===== config.mk =====
export PLATFORM = sky130hd
export DESIGN_NAME = instruction_fetch
export DESIGN_NICKNAME = d
export VERILOG_FILES = /design/src/rtl/instruction_fetch.sv
export SDC_FILE = /design/constraint.sdc
export NUM_CORES = 1
export LEC_CHECK = 0
export ABC_AREA = 1
export BUFFER_PORTS_ARGS = -buffer_cell sky130_fd_sc_hd__buf_2
export CORE_UTILIZATION = 25
export CTS_CLUSTER_DIAMETER = 150
export DETAILED_ROUTE_END_ITERATION = 8
export GPL_TIMING_DRIVEN = 0
export SLEW_MARGIN = 20
export SYNTH_ARGS = -nofsm -noshare
export SYNTH_HDL_FRONTEND = slang
export SYNTH_SLANG_ARGS = --single-unit

===== constraint.sdc =====
create_clock -name clk -period 4.25 [get_ports clk]
set_input_delay 0.6375 -clock clk [delete_from_list [all_inputs] [get_ports clk]]
set_output_delay 0.6375 -clock clk [all_outputs]
set_load 0.01 [all_outputs]

===== src/rtl/instruction_fetch.sv =====
// Instruction fetch stage: prefetches 32-bit words into a small queue and
// presents one instruction per cycle to decode, with NOP injection and redirect handling.
module instruction_fetch #(
  parameter logic [31:0] RESET_PC = 32'h0,
  parameter int          DEPTH    = 4
) (
  input  logic        clk,
  input  logic        rst,
  output logic        mem_req_o,
  output logic [31:0] mem_addr_o,
  input  logic        mem_ack_i,
  input  logic [31:0] mem_rdata_i,
  input  logic        stall_i,
  input  logic        branch_i,
  input  logic [31:0] branch_target_i,
  output logic [31:0] instr_o,
  output logic        instr_valid_o,
  output logic [31:0] pc_o
);

  localparam int          AW  = $clog2(DEPTH);
  localparam logic [31:0] NOP = 32'hE320F000;

  typedef enum logic {RUN, DRAIN} state_t;

  state_t        state, state_next;
  logic [31:0]   q_instr [DEPTH];
  logic [31:0]   q_pc    [DEPTH];
  logic [AW-1:0] rd_ptr, wr_ptr;
  logic [AW:0]   count, count_next;
  logic [31:0]   fetch_pc, fetch_pc_next;
  logic          ack_seen, push, pop, hold_req, issue;

  always_comb begin
    ack_seen      = mem_req_o & mem_ack_i;
    hold_req      = mem_req_o & ~mem_ack_i;
    push          = ack_seen && (state == RUN) && !branch_i;
    pop           = !branch_i && !stall_i && (count != '0);
    state_next    = state;
    count_next    = count;
    fetch_pc_next = fetch_pc;
    case (state)
      RUN:     if (branch_i && hold_req) state_next = DRAIN;
      DRAIN:   if (ack_seen) state_next = RUN;
      default: state_next = RUN;
    endcase
    if (branch_i) begin
      count_next    = '0;
      fetch_pc_next = {branch_target_i[31:2], 2'b00};
    end else begin
      count_next = count + (AW+1)'(push) - (AW+1)'(pop);
      if (push) fetch_pc_next = fetch_pc + 32'd4;
    end
    // A new request reserves its queue slot now, so the later push cannot overflow.
    issue = !hold_req && (state_next == RUN) && (count_next < (AW+1)'(DEPTH));
  end

  // Control and output registers
  always_ff @(posedge clk) begin
    if (rst) begin
      state         <= RUN;
      mem_req_o     <= 1'b0;
      mem_addr_o    <= RESET_PC;
      fetch_pc      <= RESET_PC;
      count         <= '0;
      rd_ptr        <= '0;
      wr_ptr        <= '0;
      instr_o       <= NOP;
      instr_valid_o <= 1'b0;
      pc_o          <= '0;
    end else begin
      state    <= state_next;
      fetch_pc <= fetch_pc_next;
      count    <= count_next;
      if (!hold_req) begin
        mem_req_o <= issue;
        if (issue) mem_addr_o <= fetch_pc_next;
      end
      if (branch_i) begin
        rd_ptr <= '0;
        wr_ptr <= '0;
      end else begin
        if (push) wr_ptr <= wr_ptr + AW'(1);
        if (pop)  rd_ptr <= rd_ptr + AW'(1);
      end
      if (branch_i || (!stall_i && count == '0)) begin
        instr_o       <= NOP;
        instr_valid_o <= 1'b0;
        pc_o          <= '0;
      end else if (pop) begin
        instr_o       <= q_instr[rd_ptr];
        instr_valid_o <= 1'b1;
        pc_o          <= q_pc[rd_ptr];
      end
    end
  end

  // Queue storage
  always_ff @(posedge clk) begin
    if (push) begin
      q_instr[wr_ptr] <= mem_rdata_i;
      q_pc[wr_ptr]    <= fetch_pc;
    end
  end

endmodule


==> out/summary.md, run 1 <==
The run finished with clean final reports. Measured against its own limit, the worst slew margin works out to 40.5%. 167 I/O pins were placed.

Setup violations remaining at the end of the flow were counted as 0. Yosys attributes the largest share of cell area to edfxtp_1, dfxtp_1, nor2_1. The run gives 2500 as the number of cells in the finished layout apart from fillers. Setup repair after global routing left no endpoint under its margin.

From left edge to right edge, the die measures 251 um. The first-pass iteration count of the detailed router is 6. For this design the static power due to leakage is 0.00727 uW. The global-route total usage across every layer is 14.1%, and the clock sink count is 394. The average cell area after synthesis was 10.5 um2; the fraction of post-synthesis cell area in the top cell type by area was 49.7%.

Clock latency on the worst-skew pair, taken at its later pin, is 0.54 ns. The clock period minus final worst setup slack was 4.01 ns. After clock tree synthesis, the repair step resized 0 gates. Cell with the largest stage delay on the worst path: nor2_1. By instance count, the leading cell after synthesis is nor2_1. At the end of the flow the core is filled with cells to 31.0%.

The timing-limited maximum frequency came out at 250 MHz. The tools report the type of destination of the critical path as a flip-flop. The number of hold buffers added after CTS was 0. The largest area contributor in the synthesized netlist is edfxtp_1. The via count of the first global-routing pass came out at 10800. The worst hold path begins at mem_rdata_i[29]. The power density normalized to cell area is 427 nW/um2, and the overall die area is 62900 um2. The transition time at the pin with the least slew margin was 0.892 ns.

The number of remaining DRC errors was 0; the proportion of synthesized flip-flops having asynchronous set or reset was 0%. The number of antenna violations at the first check in global routing was 3. Counting along the longest clock path gives a buffer depth of 3. Across all layers, the routed design uses 11300 vias. The number of buffers added by the clock tree synthesis step came out at 38. The tools report the proportion of synthesized chip area in sequential cells as 67.6%. Data on the critical path is required at its endpoint by 4.72 ns. The depth of the worst register-to-register path was 16.

The total number of yosys warnings was 0; the number of flip-flops and latches in the synthesized netlist was 394. The fraction of layout cells with a size suffix above 1 was 18.4%. After global routing the overflow that remains totals 0. The diode insertion count for antenna repair was 0. The H-tree was split into 2 levels. Using the TritonRoute via totals, the vias-per-cell ratio works out to 4.53.

The total routed wirelength is 45000 um, and the largest driver fanout on the critical path is 10. The synthesized design contains 256 enable-type register cells. For the total power of the final layout, the log shows 8040 uW.

In this run, placement finished with an instance count of 2432. The maximum number of pins on one net before global-route repair was 22; the number of buffers inserted to repair setup after CTS was 0. Walking the worst path, the cells encountered are inv_1 > nand2_1 > nor2_1 > nor3_4 > buf_2 > buf_2 > ha_1 > inv_1 > ha_1 > fa_1 > nand3b_1 > nand3_2 > nand3_2 > nor2_1 > nand3_1 > nand2_1. The logs give 0.0195 ns for the largest clock skew in the final design and 31600 um for the detailed-placement wirelength estimate.

After detailed routing, the average wire length per cell comes to 18.0 um. At the end of the flow, the number of nets in the layout was 1767. The first routing iteration left 885 violations.

The filler cells instantiated in the layout total 6191. The cell count of the worst hold path is 1, and the post-route standard cell area excluding fillers is 18800 um2. Setup slack of the most critical reg-to-reg path: 0.24 ns.

The standard cell area after detailed placement is 17600 um2. The path class of the tightest hold or removal check is in -> reg. The die outline height works out to 251 um. The worst hold path terminates at q_instr[1][29]$_DFFE_PP_.

The congestion estimate from routability-driven global placement came to 0.868. The synthesized netlist occupies a cell area of 15500 um2. The area of the core came out at 60700 um2. Clock-pin slew was measured on the worst setup and hold paths at 0.06 ns. The cell at the root of the clock tree was clkbuf_16.

The worst setup path is of the reg -> reg kind. The endpoint identified for the worst register-to-register timing path is mem_addr_o[27]$_SDFFE_PP0P_. The ratio of final minimum period to clock period was 94.3%.

Synthesis produced a netlist with a net count of 1551. For this configuration, the core starts out at a cell density of 25.5%. The number of cell rows is 90, and the synthesized instance count is 1474. The worst voltage drop across the vdd grid came out at 0.216 mV. At the worst endpoint, the arrival time is 4.48 ns. TritonCTS built the clock tree. The first global-routing pass estimated 67100 um of wire.

The tools report the final number of hold-violating endpoints as 0. The most used flip-flop cell after synthesis is edfxtp_1. The number of max-slew violations in the final report came out at 0. The tools report the origin of the critical flop-to-flop path as count[1]$_SDFF_PP0_. In this run, distinct cell masters in the synthesized netlist total 38. Growth of design area from synthesis to finish: 21.5%.

Max-cap violations in this run came to 0. The largest single stage delay on the critical path is 0.56 ns. In this run the remaining antenna-violating nets after routing total 0. In this run the tool buffered the top-level ports with 164 buffer cells. Adding up every negative setup slack in the final design gives 0 ns. The kind of start point of the critical path was a flip-flop.

The commonest cells after synthesis are nor2_1, edfxtp_1, o21ai_0.
[metrics by stage]
step	worst slack [ns]	hold WS (ns)
2_1_floorplan	-0.0913	0.460
3_3_place_gp	-2.97	0.442
3_5_place_dp	-0.173	0.447
4_1_cts	0.194	0.300
5_1_grt	0.00564	0.308
6_report	0.242	0.324
[cell usage in the layout (no fill, tap or decap), types with 9 or more instances in the layout]
master	count
a21oi_1	30
a31oi_1	55
buf_2	196
clkbuf_1	43
clkbuf_16	43
clkinv_2	9
dfxtp_1	138
edfxtp_1	256
inv_1	81
inv_2	9
nand2_1	180
nand3_1	82
nand4_1	12
nor2_1	284
nor2_4	9
o21ai_0	183
o21ai_1	12
or2_2	9
[flip-flops by register name (all words and copies together) (netlist names), 2 cells and up]
name and count:
fetch_pc 32, pc_o 32, mem_addr_o 32, q_pc 128, count 3, wr_ptr 2
q_instr 128, rd_ptr 2, instr_o 32
[layout make-up]
| cell class | count | area, um2 | share of cell area (%) |
|---|---|---|---|
| Sequential cell | 394 | 10500 | 55.6 |
| Multi-Input combinational cell | 915 | 4370 | 23.3 |
| Clock buffer | 54 | 1140 | 6.05 |
| Timing Repair Buffer | 176 | 1090 | 5.80 |
| Tap cell | 782 | 978 | 5.20 |
| Buffer | 75 | 338 | 1.80 |
| Inverter | 90 | 338 | 1.80 |
| Clock inverter | 14 | 93.8 | 0.499 |
[kinds of logic after synthesis]
kind of cell               synth area share [%]
DFF                                        67.6
muxes                                     0.129
adders and majority gates                 0.696
buffers and inverters                      4.37
xor gates and xnor gates                  0.227
and+or+nand+nor                            16.9
AOI/OAI and AO/OA                          10.1
[how the worst max path moves through the flow]
stage	start	end	slack (ns)	cells past startpoint
6_report	count[1]$_SDFF_PP0_	mem_addr_o[27]$_SDFFE_PP0P_	0.24	16
5_1_grt	count[1]$_SDFF_PP0_	mem_addr_o[27]$_SDFFE_PP0P_	0.006	16
4_1_cts	count[1]$_SDFF_PP0_	mem_addr_o[27]$_SDFFE_PP0P_	0.19	16
3_5_place_dp	branch_i	mem_addr_o[27]$_SDFFE_PP0P_	-0.17	15
3_3_place_gp	branch_i	q_instr[3][24]$_DFFE_PP_	-2.97	6
2_1_floorplan	branch_i	q_instr[0][0]$_DFFE_PP_	-0.09	5
[critical path, delay by kind of cell, from the launching register on]
family                     cells  cell delay, ns
adders and majority gates      3            0.73
and+or+nand+nor                9            1.99
DFF                            1            0.34
buffers and inverters          4            0.87
[layer usage]
layer | vias up | GRT usage, % | wire, um
li1 | 5502 | - | -
met1 | 5387 | 18.8 | 19800
met2 | 387 | 23.4 | 21500
met3 | 56 | 2.97 | 3020
met4 | 2 | 2.56 | 629
met5 | - | 0 | 11
[where the power goes]
| part | switching (uW) | leakage, uW | internal (uW) |
|---|---|---|---|
| clock network | 1430 | 0.000609 | 1930 |
| registers | 79.7 | 0.00349 | 4170 |
| logic | 278 | 0.00317 | 154 |
Note: power is estimated with default switching activity, not from simulation.
==> inputs of run 2 (changes only) <==
- TNS_END_PERCENT: default -> 5
- clock period: 4.25 -> 4.06 ns (I/O delays scaled with it)
==> out/summary.md, run 2 (same netlist as run 1, synthesis figures left out) <==
The global-route wire length before repair is 67100 um (unchanged). The cell count of the worst hold path is 3 (+2). The worst hold path terminates at fetch_pc[16]$_SDFF_PP0_. TritonCTS built the clock tree. Kind of start point of the critical path: a flip-flop.

For the share of power burned in the clock network, the log shows 41.8% (about the same). The number of max-slew violations in the final report is 0 (unchanged). Leaving out fill and tap cells, the most frequent cell in the layout is nor2_1. The diode insertion count for antenna repair was 0 (unchanged). The most critical setup path has its startpoint at count[1]$_SDFF_PP0_. For the worst voltage drop across the vdd grid, the log shows 0.226 mV (+4.7%).

The number of I/O port buffers came out at 164 (unchanged). The largest registers in the layout are q_instr (128), q_pc (128). The run gives 10800 (unchanged) as the via count of the first global-routing pass.

The global-route congestion overflow total was 0 (unchanged); the worst-case clock buffer depth was 3 (unchanged). The number of buffers inserted to repair setup after CTS came out at 0 (unchanged). Count of pins on the block boundary: 167 (unchanged).

The average routed wire per standard cell was 18.0 um (about the same); the number of cell rows was 90 (unchanged). Walking the worst path, the cells encountered are inv_1 > nand2_1 > nor2_1 > nor3_4 > clkbuf_4 > buf_2 > ha_1 > inv_1 > ha_1 > fa_1 > nand3b_1 > nand3_2 > nand3_2 > inv_2 > buf_2 > nand3_1 > nand2_1 > inv_1. The most numerous cell type found on the critical path is inv_1. In this run the most critical hold path is launched from branch_target_i[16]. The tools report the setup slack of the most critical reg-to-reg path as 0.23 ns (about the same). The tools report the cell at the root of the clock tree as clkbuf_16. In this run the critical register-to-register path is captured at mem_addr_o[21]$_SDFFE_PP0P_. Grouping stages by cell kind, the critical path spends the most delay in simple AND/OR/NAND/NOR gates. The overall die area was 62900 um2 (unchanged). The type of the most critical hold path was in -> reg. The total routed wirelength is 45000 um (about the same). The post-CTS clock slew at the launch and capture registers of the worst setup and hold paths is 0.07 ns (about the same). The width of the die came out at 251 um (unchanged).

The worst max-slew margin expressed relative to the limit was 41.4% (+0.88 points); the setup slack at placement was -0.335 ns (-0.162 ns). The fraction of power spent switching nets is 22.3% (+0.052 points), and the delay of the slowest critical-path stage is 0.48 ns (-0.08 ns). The final number of hold-violating endpoints is 0 (unchanged). The run finished with clean final reports.

For the remaining number of nets flagged by the antenna check after routing, the log shows 0 (unchanged). For the routability congestion estimate from global placement, the log shows 0.868 (unchanged). The standard cell area after detailed placement was 17600 um2 (unchanged); the number of buffers added by the clock tree synthesis step was 38 (unchanged). The ratio of final minimum period to clock period is 94.3% (about the same). The count of nets after finishing was 1767 (unchanged); the post-route standard cell area excluding fillers was 18800 um2 (about the same).

The run gives 0 (unchanged) as the number of setup violations in the final report. The depth of the worst register-to-register path is 18 (+2), and the buffer and inverter count on the worst path is 7 (+3). The transition time at the pin with the least slew margin was 0.879 ns (-0.0132 ns). The critical path in this run is classified as reg -> reg. The later-pin clock latency in the skew report came out at 0.54 ns (about the same). The internal power component is 6540 uW (+4.7%).

The clock sink count was 394 (unchanged). Setup repair after global routing could not meet its margin everywhere. The worst register-to-register path begins at count[1]$_SDFF_PP0_.

The area of the core was 60700 um2 (unchanged). The logs give 902 (+1.9%) for the number of design-rule violations left by the first detailed-router iteration and 31600 um (unchanged) for the detailed-placement wirelength estimate. The clock period minus final worst setup slack came out at 3.83 ns (-0.180 ns).

The die outline height works out to 251 um (unchanged). For the effective utilization at floorplan, the log shows 25.5% (unchanged). The run gives 2 (unchanged) as the H-tree depth reported by CTS. Share of power burned in registers: 52.8% (about the same). The largest clock skew in the final design is 0.0222 ns (+0.00268 ns). The number of remaining DRC errors is 0 (unchanged), and the detailed-route vias per instance is 4.54 (+0.14%). Net switching power: 1870 uW (+5.0%).

The power density normalized to cell area works out to 448 nW/um2 (+4.7%). The fraction of layout cells with a size suffix above 1 was 18.5% (+0.058 points); the signal arrival time at the worst endpoint was 4.26 ns (-0.22 ns). The total vias in the final route is 11400 (+0.14%). The growth of design area from synthesis to finish is 21.6% (about the same), and the first-pass iteration count of the detailed router is 5 (-1).

The total negative slack is 0 ns (unchanged). For this design, the slowest cell found on the critical path is nor3_4. The global-route total usage across every layer was 14.1% (unchanged). For the least setup slack across all paths after layout, the log shows 0.233 ns (-0.00955 ns). Timing-limited maximum frequency: 261 MHz (+4.7%).

The tools report the type of destination of the critical path as a flip-flop. The largest driver fanout on the critical path works out to 10 (unchanged). The count of maximum capacitance violations is 0 (unchanged), and the leakage dissipation is 0.00727 uW (about the same). The number of antenna violations at the first check in global routing was 3 (unchanged); the maximum number of pins on one net before global-route repair was 22 (unchanged). In the layout the commonest cells are nor2_1, edfxtp_1, buf_2, o21ai_0, nand2_1. The run gives 5.4% (about the same) as the fraction of power consumed by combinational cells. The required time at the endpoint of the critical path is 4.49 ns (-0.23 ns).
## run 2: changes by cell type in the layout (fill, tap and decap cells not counted)
cell / previous run / this run
nor2_2: 8 / 9
buf_2: 196 / 195
nor2_1: 284 / 283
clkbuf_4: 0 / 1
## run 2: tightest hold or removal path: cells and delay by family
kind                   cells  cell delay (ns)
and+or+nand+nor            2             0.12
buffers and inverters      1             0.08
## run 2: final cells by class
class | instances | area (um2)
Buffer | 75 | 340
Clock buffer | 54 | 1140
Clock inverter | 14 | 93.8
Fill cell | 6189 | 41900
Inverter | 90 | 338
Multi-Input combinational cell | 915 | 4380
Sequential cell | 394 | 10500
Tap cell | 782 | 978
Timing Repair Buffer | 176 | 1090
## run 2: per-stage QoR
step | util (%) | cells | hold slack (ns) | power, uW
after floorplan | - | 1474 | 0.460 | 4760
after global placement | 28.4 | 2420 | 0.442 | 4970
after detailed placement | 28.9 | 2432 | 0.447 | 4990
after CTS | 31.0 | 2500 | 0.271 | 8490
after global routing | 31.0 | 2500 | 0.279 | 8710
final | 31.0 | 2500 | 0.290 | 8420
## run 2: power groups by stage
stage / combinational, uW / clock (uW) / sequential (uW)
2_1_floorplan: 229 / 0 / 4530
3_3_place_gp: 440 / 0 / 4530
3_5_place_dp: 459 / 0 / 4530
4_1_cts: 461 / 3580 / 4450
5_1_grt: 509 / 3740 / 4460
6_report: 454 / 3520 / 4450
## run 2: how the worst max path moves through the flow
stage                                        to  slack [ns]  depth (start not counted)
global placement       q_instr[3][24]$_DFFE_PP_       -3.13                          6
CTS                 mem_addr_o[27]$_SDFFE_PP0P_       0.004                         16
detailed placement  mem_addr_o[27]$_SDFFE_PP0P_       -0.33                         15
global route        mem_addr_o[13]$_SDFFE_PP0P_      -0.005                         18
finish              mem_addr_o[21]$_SDFFE_PP0P_        0.23                         18
floorplan               q_instr[0][0]$_DFFE_PP_       -0.25                          5
## run 2: per-layer routing
layer / vias up / global-route usage, % / share of wire, % / routed length [um]
met5: - / 0 / 0.024 / 11
met4: 2 / 2.56 / 1.4 / 619
li1: 5516 / - / - / -
met2: 380 / 23.4 / 48 / 21500
met1: 5400 / 18.8 / 44 / 19800
met3: 52 / 2.97 / 6.8 / 3060
## run 2: timing repair
item	CTS	global route
hold buffers	0	0
hold endpoints to repair	0	0
endpoints found under the setup margin	0	11
gates resized for setup	0	2
==> inputs of run 3 (changes only) <==
- ABC_CLOCK_PERIOD_IN_PS: default -> 4059
- BUFFER_PORTS_ARGS: -buffer_cell sky130_fd_sc_hd__buf_2 -> -buffer_cell sky130_fd_sc_hd__buf_4
==> out/summary.md, run 3 (same netlist as run 1, synthesis figures left out) <==
The largest driver fanout on the critical path works out to 10 (unchanged). Power density normalized to cell area: 439 nW/um2 (-1.9%). The end point of the critical path is mem_addr_o[13]$_SDFFE_PP0P_. The via count of the first global-routing pass was 10700 (-0.69%). The number of cells in the finished layout apart from fillers came out at 2504 (+0.16%). For the worst voltage drop across the vdd grid, the log shows 0.233 mV (+2.8%). Delay of the slowest critical-path stage: 0.44 ns (-0.04 ns). The global-route wire length before repair was 66600 um (-0.76%); the signal arrival time at the worst endpoint was 4.12 ns (-0.14 ns).

The run gives 0 (unchanged) as the number of buffers inserted for hold repair after clock tree synthesis. The number of setup violations in the final report was 0 (unchanged); the routability congestion estimate from global placement was 0.860 (-0.84%). The later-pin clock latency in the skew report is 0.55 ns (about the same), and the required time at the endpoint of the critical path is 4.51 ns (+0.02 ns).

The global-route total usage across every layer is 14.0% (-0.046 points). The run gives 22 (unchanged) as the maximum number of pins on one net before global-route repair. The run gives 0 (unchanged) as the number of remaining DRC errors. The die outline height works out to 251 um (unchanged). The growth of design area from synthesis to finish is 24.3%. The startpoint identified for the worst hold timing path is mem_rdata_i[27].

The number of I/O port buffers is 164 (unchanged), and the post-route standard cell area excluding fillers is 19200 um2 (+2.2%). The logs give 44800 um (-0.32%) for the total routed wirelength and 41.4% (-0.4 points) for the share of power burned in the clock network. The setup slack of the most critical reg-to-reg path was 0.39 ns (+0.16 ns). The area of the core was 60700 um2 (unchanged). The critical path goes through inv_1 > nand2_1 > nor2_1 > nor3_4 > clkbuf_4 > clkbuf_4 > ha_1 > inv_1 > ha_1 > fa_1 > nand3b_1 > nand3_2 > nand3_2 > nand2_1 > buf_2 > o211ai_1 > nand2_1 > inv_1. The count of maximum capacitance violations was 0 (unchanged). The ratio of final minimum period to clock period was 90.4% (-3.9 points); the number of antenna violations at the first check in global routing was 2 (-1). The library cells used most frequently in the layout, excluding fill and tap cells, are nor2_1, edfxtp_1, o21ai_0, nand2_1, buf_4. Effective utilization at floorplan: 25.5% (unchanged).

The width of the die works out to 251 um (unchanged). The slowest stage of the critical path belongs to the cell nor3_4. The H-tree depth reported by CTS was 2 (unchanged); the largest clock skew in the final design was 0.0167 ns (-0.00551 ns). The depth of the worst register-to-register path works out to 18 (unchanged). For the number of buffers added by the clock tree synthesis step, the log shows 39 (+2.6%).

Tracing the worst setup path back leads to its startpoint at count[1]$_SDFF_PP0_. TritonCTS built the clock tree. The worst hold path belongs to the class in -> reg. The logs give 18000 um2 (+2.4%) for the standard cell area after detailed placement and 0 (unchanged) for the final number of hold-violating endpoints. The run gives 11400 (+0.45%) as the total vias in the final route. Setup repair after global routing left no endpoint under its margin.

The cell at the root of the clock tree was clkbuf_16. The run gives 0 (unchanged) as the number of max-slew violations in the final report. The detailed-route vias per instance was 4.55 (+0.29%); the total power of the final layout was 8450 uW (+0.32%). First-pass iteration count of the detailed router: 6 (+1). The logs give 0 ns (unchanged) for the total negative slack and 3 (unchanged) for the worst-case clock buffer depth.

The worst register-to-register path begins at count[1]$_SDFF_PP0_. The class of the most critical setup path was reg -> reg. The logs give 167 (unchanged) for the count of pins on the block boundary and 5.9% (+0.5 points) for the fraction of power consumed by combinational cells. The post-CTS clock slew at the launch and capture registers of the worst setup and hold paths works out to 0.06 ns (about the same). The leakage dissipation came out at 0.00735 uW (+1.0%).

The number of buffers inserted to repair setup after CTS was 0 (unchanged). For the detailed-placement wirelength estimate, the log shows 31400 um (-0.50%). The tools report the clock sink count as 394 (unchanged).

For the timing-limited maximum frequency, the log shows 273 MHz (+4.3%). STA classifies the critical path startpoint as a flip-flop. The logs give 0 (unchanged) for the remaining number of nets flagged by the antenna check after routing and 0.267 ns (-0.0231 ns) for the tightest hold margin. The average routed wire per standard cell works out to 17.9 um (-0.48%). The tools report the worst max-slew margin expressed relative to the limit as 46.9% (+5.5 points). The run gives 2432 (unchanged) as the count of placed standard cells including taps.

For the internal power component, the log shows 6560 uW (+0.25%). The clock period minus final worst setup slack was 3.67 ns (-0.159 ns). The overall die area was 62900 um2 (unchanged); the transition time at the pin with the least slew margin was 0.797 ns (-0.0821 ns).

The fraction of layout cells with a size suffix above 1 is 18.4% (-0.032 points). The number of cell rows was 90 (unchanged); the global-route congestion overflow total was 0 (unchanged). The number of design-rule violations left by the first detailed-router iteration was 943 (+4.5%). The run gives 52.7% (about the same) as the share of power burned in registers. The largest registers in the layout are q_instr (128), q_pc (128). The most common library cell in the layout ignoring fill and taps was nor2_1.

The net switching power is 1880 uW (+0.58%). The count of nets after finishing came out at 1768 (+0.057%). The post-cts resize count came out at 0 (unchanged). The type of destination of the critical path is a flip-flop. The fraction of power spent switching nets came out at 22.3% (+0.058 points). The flow ran to the end, and the final reports show no timing, DRC or antenna violations. The tools report the endpoint of the worst-slack reg-to-reg timing path as mem_addr_o[13]$_SDFFE_PP0P_.
==> run 3: how the worst min path moves through the flow <==
| stage | cells after the start | slack, ns | endpoint |
|---|---|---|---|
| after floorplan | 0 | 0.46 | q_pc[0][0]$_DFFE_PP_ |
| after global placement | 2 | 0.45 | mem_addr_o[25]$_SDFFE_PP0P_ |
| after detailed placement | 2 | 0.45 | mem_addr_o[26]$_SDFFE_PP0P_ |
| after CTS | 1 | 0.24 | q_instr[2][18]$_DFFE_PP_ |
| after global routing | 1 | 0.25 | q_instr[1][11]$_DFFE_PP_ |
| final | 1 | 0.27 | q_instr[2][27]$_DFFE_PP_ |
==> run 3: final cells by class <==
type                            count  area (um2)
Clock inverter                     12        88.8
Timing Repair Buffer              176        1520
Fill cell                        6097       41500
Antenna cell                        1        2.50
Clock buffer                       59        1130
Sequential cell                   394       10500
Multi-Input combinational cell    915        4380
Tap cell                          782         978
Inverter                           90         338
Buffer                             75         343
==> run 3: critical path: cells and delay by family, from the launching register on <==
kind	cells	cell delay [ns]
DFF	1	0.33
and+or+nand+nor	8	1.33
adders and majority gates	3	0.70
AOI/OAI and AO/OA	1	0.16
buffers and inverters	6	1.06
==> run 3: power groups by stage <==
| stage | registers [uW] | logic, uW | clock network [uW] |
|---|---|---|---|
| detailed placement | 4540 | 506 | 0 |
| CTS | 4450 | 508 | 3570 |
| floorplan | 4530 | 229 | 0 |
| finish | 4450 | 500 | 3490 |
| global placement | 4540 | 485 | 0 |
| global route | 4460 | 559 | 3720 |
==> run 3: metrics by stage <==
step / setup WS [ns] / utilization (%)
floorplan: -0.253 / -
global placement: -3.19 / 29.1
detailed placement: -0.303 / 29.6
CTS: 0.0587 / 31.7
global route: 0.0527 / 31.7
finish: 0.391 / 31.7
==> run 3: layer usage <==
layer	share of wire (%)	wire (um)	track usage, %
met1	43	19200	18.4
met2	48	21600	23.4
met3	7.3	3270	2.77
met4	1.8	799	3.72
met5	0	0	0
